[src/rtl/pokey_kbd_irq.sv]
// POKEY keyboard front-end: debounce, KBCODE/SKSTAT bits, keyboard IRQ.
// Optional BREAK-key IRQ when KBD_BREAK_IRQ_EN is defined.
module pokey_kbd_irq #(
    parameter int DEBOUNCE_CYC = 16
) (
    input  logic       clk179,
    input  logic       rst,
    input  logic       kbd_en,
    input  logic [3:0] keycode_in,
    input  logic       key_down,
    input  logic       shift_L,
    input  logic       ctrl_L,
    input  logic       irqen_kbd,
    input  logic       skres_wr,
`ifdef KBD_BREAK_IRQ_EN
    input  logic       break_L,
    input  logic       irqen_brk,
    output logic       irqst_brk_L,
`endif
    output logic [7:0] KBCODE,
    output logic       irqst_kbd_L,
    output logic [2:0] skstat_kbd,
    output logic       key_event
);

    typedef enum logic [1:0] {
        IDLE,
        PRESS_DB,
        HELD,
        RELEASE_DB
    } state_e;

    localparam logic [7:0] LAST = 8'(DEBOUNCE_CYC - 1);
    localparam bit         ONE  = (DEBOUNCE_CYC == 1);

    // Counter has seen enough stable cycles once this edge is taken.
    function automatic logic reached(input logic [7:0] c);
        return ({1'b0, c} + 9'd1) >= {1'b0, LAST};
    endfunction

    function automatic logic [7:0] sat_inc(input logic [7:0] c);
        return (c == 8'hFF) ? c : c + 8'd1;
    endfunction

    state_e     state_q, state_d;
    logic [7:0] cnt_q, cnt_d;
    logic [3:0] cand_q, cand_d;
    logic [7:0] kbcode_q, kbcode_d;
    logic       irq_q, irq_d;
    logic       ovr_q, ovr_d;
    logic       kd_q, kd_d;
    logic       shift_q;
    logic       event_q;
    logic       accept;
    logic       recap;

    // Debounce FSM next state; recapture shared by all states.
    always_comb begin
        state_d = state_q;
        cnt_d   = cnt_q;
        cand_d  = cand_q;
        accept  = 1'b0;
        recap   = 1'b0;
        if (!kbd_en) begin
            state_d = IDLE;
            cnt_d   = '0;
        end else begin
            unique case (state_q)
                IDLE: begin
                    if (key_down) recap = 1'b1;
                end
                PRESS_DB: begin
                    if (!key_down) begin
                        state_d = IDLE;
                        cnt_d   = '0;
                    end else if (keycode_in != cand_q) begin
                        recap = 1'b1;
                    end else if (reached(cnt_q)) begin
                        state_d = HELD;
                        cnt_d   = '0;
                        accept  = 1'b1;
                    end else begin
                        cnt_d = sat_inc(cnt_q);
                    end
                end
                HELD: begin
                    if (!key_down) begin
                        cnt_d   = '0;
                        state_d = ONE ? IDLE : RELEASE_DB;
                    end else if (keycode_in != cand_q) begin
                        recap = 1'b1;
                    end
                end
                RELEASE_DB: begin
                    if (!key_down) begin
                        if (reached(cnt_q)) begin
                            state_d = IDLE;
                            cnt_d   = '0;
                        end else begin
                            cnt_d = sat_inc(cnt_q);
                        end
                    end else if (keycode_in == cand_q) begin
                        state_d = HELD;
                        cnt_d   = '0;
                    end else begin
                        recap = 1'b1;
                    end
                end
            endcase
            if (recap) begin
                cand_d = keycode_in;
                cnt_d  = '0;
                if (ONE) begin
                    state_d = HELD;
                    accept  = 1'b1;
                end else begin
                    state_d = PRESS_DB;
                end
            end
        end
    end

    // Register-visible results of an accept, IRQ and overrun.
    always_comb begin
        kbcode_d = kbcode_q;
        irq_d    = irq_q;
        ovr_d    = ovr_q;
        kd_d     = kd_q;
        if (state_d == IDLE) begin
            kd_d = 1'b1;
        end else if (accept) begin
            kd_d = 1'b0;
        end
        if (accept) begin
            kbcode_d = {~ctrl_L, ~shift_L, 2'b00, cand_d};
        end
        if (skres_wr) begin
            ovr_d = 1'b1;
        end
        if (accept && irqen_kbd) begin
            if (!irq_q) ovr_d = 1'b0;
            irq_d = 1'b0;
        end
        if (!irqen_kbd) begin
            irq_d = 1'b1;
        end
    end

    // State and output registers.
    always_ff @(posedge clk179) begin
        if (rst) begin
            state_q  <= IDLE;
            cnt_q    <= '0;
            cand_q   <= '0;
            kbcode_q <= '0;
            irq_q    <= 1'b1;
            ovr_q    <= 1'b1;
            kd_q     <= 1'b1;
            shift_q  <= 1'b1;
            event_q  <= 1'b0;
        end else begin
            state_q  <= state_d;
            cnt_q    <= cnt_d;
            cand_q   <= cand_d;
            kbcode_q <= kbcode_d;
            irq_q    <= irq_d;
            ovr_q    <= ovr_d;
            kd_q     <= kd_d;
            shift_q  <= shift_L;
            event_q  <= accept;
        end
    end

    assign KBCODE      = kbcode_q;
    assign irqst_kbd_L = irq_q;
    assign skstat_kbd  = {ovr_q, shift_q, kd_q};
    assign key_event   = event_q;

`ifdef KBD_BREAK_IRQ_EN
    logic       brk_prev_q, brk_prev_d;
    logic       brk_run_q, brk_run_d;
    logic [7:0] brk_cnt_q, brk_cnt_d;
    logic       brk_irq_q, brk_irq_d;
    logic       brk_hit;

    // BREAK falling edge must hold low for the debounce window.
    always_comb begin
        brk_prev_d = break_L;
        brk_run_d  = brk_run_q;
        brk_cnt_d  = brk_cnt_q;
        brk_hit    = 1'b0;
        if (brk_prev_q && !break_L) begin
            brk_cnt_d = '0;
            if (ONE) begin
                brk_hit   = 1'b1;
                brk_run_d = 1'b0;
            end else begin
                brk_run_d = 1'b1;
            end
        end else if (brk_run_q) begin
            if (break_L) begin
                brk_run_d = 1'b0;
            end else if (reached(brk_cnt_q)) begin
                brk_hit   = 1'b1;
                brk_run_d = 1'b0;
            end else begin
                brk_cnt_d = sat_inc(brk_cnt_q);
            end
        end
        brk_irq_d = brk_irq_q;
        if (brk_hit) brk_irq_d = 1'b0;
        if (!irqen_brk) brk_irq_d = 1'b1;
    end

    // BREAK debounce and IRQ registers.
    always_ff @(posedge clk179) begin
        if (rst) begin
            brk_prev_q <= 1'b1;
            brk_run_q  <= 1'b0;
            brk_cnt_q  <= '0;
            brk_irq_q  <= 1'b1;
        end else begin
            brk_prev_q <= brk_prev_d;
            brk_run_q  <= brk_run_d;
            brk_cnt_q  <= brk_cnt_d;
            brk_irq_q  <= brk_irq_d;
        end
    end

    assign irqst_brk_L = brk_irq_q;
`endif

endmodule
[config.mk]
export PLATFORM = sky130hd
export DESIGN_NAME = pokey_kbd_irq
export DESIGN_NICKNAME = d
export VERILOG_FILES = /design/src/rtl/pokey_kbd_irq.sv
export SDC_FILE = /design/constraint.sdc
export NUM_CORES = 1
export LEC_CHECK = 0
export ABC_CLOCK_PERIOD_IN_PS = 2400
export CAP_MARGIN = 20
export CELL_PAD_IN_SITES_DETAIL_PLACEMENT = 2
export CELL_PAD_IN_SITES_GLOBAL_PLACEMENT = 2
export CORE_ASPECT_RATIO = 0.75
export CORE_MARGIN = 2
export CORE_UTILIZATION = 31
export DETAILED_ROUTE_END_ITERATION = 6
export PLACE_DENSITY_LB_ADDON = 0.1
export REMOVE_ABC_BUFFERS = 1
export SYNTH_ARGS = -nofsm -noshare
export SYNTH_HDL_FRONTEND = slang
export SYNTH_SLANG_ARGS = --single-unit
[constraint.sdc]
create_clock -name clk179 -period 2.4 [get_ports clk179]
set_input_delay 0.36 -clock clk179 [delete_from_list [all_inputs] [get_ports clk179]]
set_output_delay 0.36 -clock clk179 [all_outputs]
set_load 0.01 [all_outputs]
After elaboration in Yosys (flattened, before gate mapping)
Cells that the tools add are included.
W data, S select, Z words.
{ "word_totals": {"ff_bits": 25} }
{ "classes": {"add_sub_neg": 2, "n_lt_le_gt_ge": 1, "n_eq_ne": 9, "n_mux": 35, "n_bitwise": 4, "n_reduce_logical": 9} }
{ "ops": {"columns": ["cell", "count"], "rows": [
  ["$mux W8", 7],
  ["$pmux W8 S3", 1],
  ["$mux W2", 9],
  ["$mux W1", 14],
  ["$add A8 B1 Y9 const B", 1],
  ["$ge A9 B4 Y1 const B", 1],
  ["$add A8 B1 Y8 const B", 1],
  ["$eq A8 B8 Y1 const B", 1],
  ["$mux W4", 2],
  ["$ne A3 B3 Y1 const B", 2],
  ["$pmux W2 S3", 1],
  ["$reduce_or A2 Y1", 3],
  ["$eq A2 B2 Y1 const B", 2],
  ["$eq A4 B4 Y1", 1],
  ["$logic_not A2 Y1", 2],
  ["$ne A4 B4 Y1", 1],
  ["$not A1 Y1", 4],
  ["$reduce_and A4 Y1", 1],
  ["$pmux W1 S3", 1],
  ["$reduce_bool A3 Y1", 1],
  ["$reduce_or A3 Y1", 1],
  ["$eq A2 B1 Y1 const B", 1],
  ["$ne A2 B2 Y1 const B", 1],
  ["$logic_and A1 B1 Y1", 1]
]} }

Depth between registers and ports, before layout
{ "logic_depth": {"word_depth": 10, "ltp_mapped": 7, "mapped_depth_nobuf": 7} }

Worst setup path after synthesis
Ideal clock, no wire load.
{ "synth_timing": {"kind": "reg2reg", "from": "register cnt_q[0]", "to": "register kbcode_q[0], in the netlist KBCODE[0]", "setup_ns": 0.121, "arrival_ns": 2.027, "slack_ns": 0.253, "stages_incl_launch_ff": 8, "synth_period_minus_slack_ns": 2.147, "path_cell_list": "dfxtp_1 -> inv_1 -> ha_1 -> nor2_1 -> a2111oi_0 -> a211o_2 -> a211oi_4 -> mux2_2"} }
{ "synth_between": {"elab_chain_cells": 7} }
{ "synth_lines": {"columns": ["element", "line_no", "text"], "rows": [
  ["start: declaration", "46", "logic [7:0] cnt_q, cnt_d;"],
  ["start signal: assignment", "163", "cnt_q <= cnt_d;"],
  ["$add A8 B1 Y9", "38", "return ({1'b0, c} + 9'd1) >= {1'b0, LAST};"],
  ["$ge A9 B4 Y1", "38", null],
  ["$mux W1", "78", "end else if (reached(cnt_q)) begin"],
  ["$mux W1", "76", "end else if (keycode_in != cand_q) begin"],
  ["$mux W1", "73", "if (!key_down) begin"],
  ["$mux W1", "68", "unique case (state_q)"],
  ["$mux W1", "64", "if (!kbd_en) begin"],
  ["end signal: assignment", "165", "kbcode_q <= kbcode_d;"],
  ["end: declaration", "48", "logic [7:0] kbcode_q, kbcode_d;"]
]} }
Every way passes these cells.
A chain may end at the register's enable or synchronous reset.

Final worst setup path
{ "layout_timing": {"from": "register cnt_q[1]", "to": "register kbcode_q[7], in the netlist KBCODE[7]"} }
Same word-level chain as after synthesis.

==> results.json <==
{
  "period_needed_ps": 2260,
  "multi_input_area_um2": 818,
  "yosys-top-cells-count": "dfxtp_1 (25), a21oi_1 (10), nand3_1 (9)",
  "die_x_um": 81.2,
  "regArea_um2": 500,
  "grt_pass1_vias": 1204,
  "rr_worst_depth": 7,
  "setup_viol_count_final": 0,
  "fin_nets": 196,
  "yosys_warnings": 0,
  "slew_viol_final": 0,
  "skew_ps": 3.98,
  "design.die.area_mm2": 0.00503,
  "dp_hpwl_mm": 2.93,
  "grt_start_max_net_pins": 15,
  "ys_seq_area_share_pct": 36.1,
  "yosysTopAreaCell": "dfxtp_1",
  "synth_top_area_share_pct": 36.1,
  "drive_gt1_share_pct": 18.8,
  "num_vias": 1223,
  "syn2layout_area_growth_pct": 26.8,
  "crit_arrival_ps": 2420,
  "p_leak_nw": 0.655,
  "cp-end-kind": "flip-flop",
  "startpoint_type": "flip-flop",
  "r2r-end": "KBCODE[7]",
  "synth-seq-cells": 25,
  "grt_pass1_wl_mm": 5.94,
  "routed_wl_mm": 3.78,
  "first_pass_iters": 4,
  "start_util_pct": 31.6,
  "insertion_delay_ps": 270,
  "worstHoldPathCells": 2,
  "crit_fanout": 7,
  "clockBufferDepth": 2,
  "yosysMostFrequentCell": "dfxtp_1",
  "clock-root-buffer": "clkbuf_8",
  "cp.required_ps": 2560,
  "fill_cells": 489,
  "diodes": 0,
  "powerDensity_mw_per_mm2": 423,
  "rsz0062_at_grt": "no",
  "ant_nets": 0,
  "ys.flop_type": "dfxtp_1",
  "min_period_over_period_pct": 94.0,
  "tightest_slew_ps": 490,
  "gp_routability_congestion": 0.753,
  "timing_hold_violations_final": 0,
  "slew_headroom_pct": 67.0,
  "r2r_start": "cnt_q[1]",
  "ir_drop_mv": 0.304,
  "fp.coreArea_mm2": 0.00439,
  "rows": 21,
  "worstHoldPathType": "flip-flop to flip-flop",
  "cts_inserted_buffers": 3,
  "final_util_pct": 40.1,
  "grt_use_total_pct": 15.7,
  "cap_violations": 0,
  "port_buffers": 22,
  "syn-cell-area_mm2": 0.00139,
  "drc": 0,
  "ys_top_cells_by_area": "dfxtp_1 (36%), mux2_2 (4.1%), a21oi_1 (3.6%), nor2b_1 (3.6%), nand3_1 (3.2%)",
  "grt-ovfl-total": 0,
  "synth_edf_count": 0,
  "r2r_slack_ps": 140,
  "async_reset_ff_share_pct": 0,
  "htreeDepth": 1,
  "critPathKind": "flip-flop to flip-flop",
  "cts_tree": "yes",
  "initialDrtViolationCount": 41,
  "status": "finished clean",
  "synthCells": 153,
  "ys_types": 49,
  "fmax_mhz": 443,
  "via_per_inst": 5.14,
  "antenna_found_initial": 0,
  "finalHoldWorstSlack_ps": 489,
  "avgSynthCellArea_um2": 9.06,
  "die_h_um": 61.9,
  "whs_endpoint": "KBCODE[6]",
  "clkSinkCount": 25,
  "hold_start": "KBCODE[6]",
  "ioPinCount": 25,
  "cts.clk_slew.worst_paths_ps": 80,
  "wl_per_cell_um": 15.9
}
-- worst max-delay path, stage by stage, from the launching register on --
cell      delay (ps)
dfxtp_1          380
ha_2             240
and3_1           210
or3_2            460
a32oi_4          310
a211oi_4         110
buf_4            170
mux2_2           260
-- what timing repair did --
action | CTS | global route
resized for setup | 0 | 4
endpoints found under the setup margin | 0 | 11
buffers inserted | 0 | 3
hold buffers | 0 | 0
-- power breakdown --
group	leakage (nW)	total (W)	switching, W	internal (W)
clock	0.0255	0.000242	0.000126	0.000116
sequential	0.202	0.000424	0.00000456	0.000419
combinational	0.427	0.0000773	0.0000410	0.0000364
-- through the flow --
step	instances	setup slack, ps	cell area (µm²)	power, W	TNS [ps]
floorplan	145	253	1330	0.000465	0
global placement	231	-28.3	1680	0.000508	-139
detailed placement	231	-82.7	1680	0.000511	-377
CTS	235	8.24	1720	0.000760	0
global route	238	33.3	1760	0.000788	0
finish	238	144	1760	0.000743	0
-- worst max-delay path by stage --
stage	start	endpoint	slack (ps)	cells after the start
finish	cnt_q[1]	KBCODE[7]	140	7
global route	cnt_q[1]	KBCODE[1]	30	7
CTS	cnt_q[1]	KBCODE[7]	8	6
detailed placement	keycode_in[1]	KBCODE[7]	-80	6
global placement	keycode_in[1]	KBCODE[7]	-30	6
floorplan	cnt_q[0]	KBCODE[0]	250	7
-- placed cells by master (no fill, tap or decap), drive strengths merged, types with 2 or more instances in the layout --
cell	n
a211o	2
a211oi	5
a21oi	11
and2	6
and3	4
and3b	2
and4	2
buf	10
clkbuf	3
clkdlybuf4s50	22
conb	2
dfxtp	25
ha	2
inv	7
mux2	5
nand2	8
nand2b	3
nand3	9
nand4	3
nor2	7
nor2b	8
nor4	2
o211ai	2
o21ai	5
or3	3
xor2	5
-- registers in the layout (all words and copies together), names as in the netlist --
register	flops
kd_q	1
cnt_q	8
cand_q	4
irqst_kbd_L	1
key_event	1
ovr_q	1
state_q	2
shift_q	1
KBCODE	6
-- final cells by class --
cell class / count / area share [%]
Multi-Input combinational cell: 113 / 46.5
Timing Repair Buffer: 32 / 16.8
Sequential cell: 25 / 28.5
Inverter: 7 / 1.49
Clock inverter: 1 / 0.285
Clock buffer: 3 / 2.35
Tap cell: 57 / 4.06
-- layer usage --
metal / track usage, % / up-vias / share of wire, %
met5: 0 / - / 0
met4: 2.18 / 0 / 0.37
met3: 3.90 / 4 / 2.6
met2: 24.3 / 19 / 45
met1: 22.7 / 592 / 52
li1: - / 608 / -
-- logic make-up after synthesis --
family	synth area share (%)
AOI/OAI and AO/OA	21.1
xor gates and xnor gates	3.16
adders and majority gates	1.80
buffers and inverters	5.96
DFF	36.1
muxes	4.78
other	0.270
and+or+nand+nor	26.8
No activity file was read; power rests on OpenSTA's default activity.
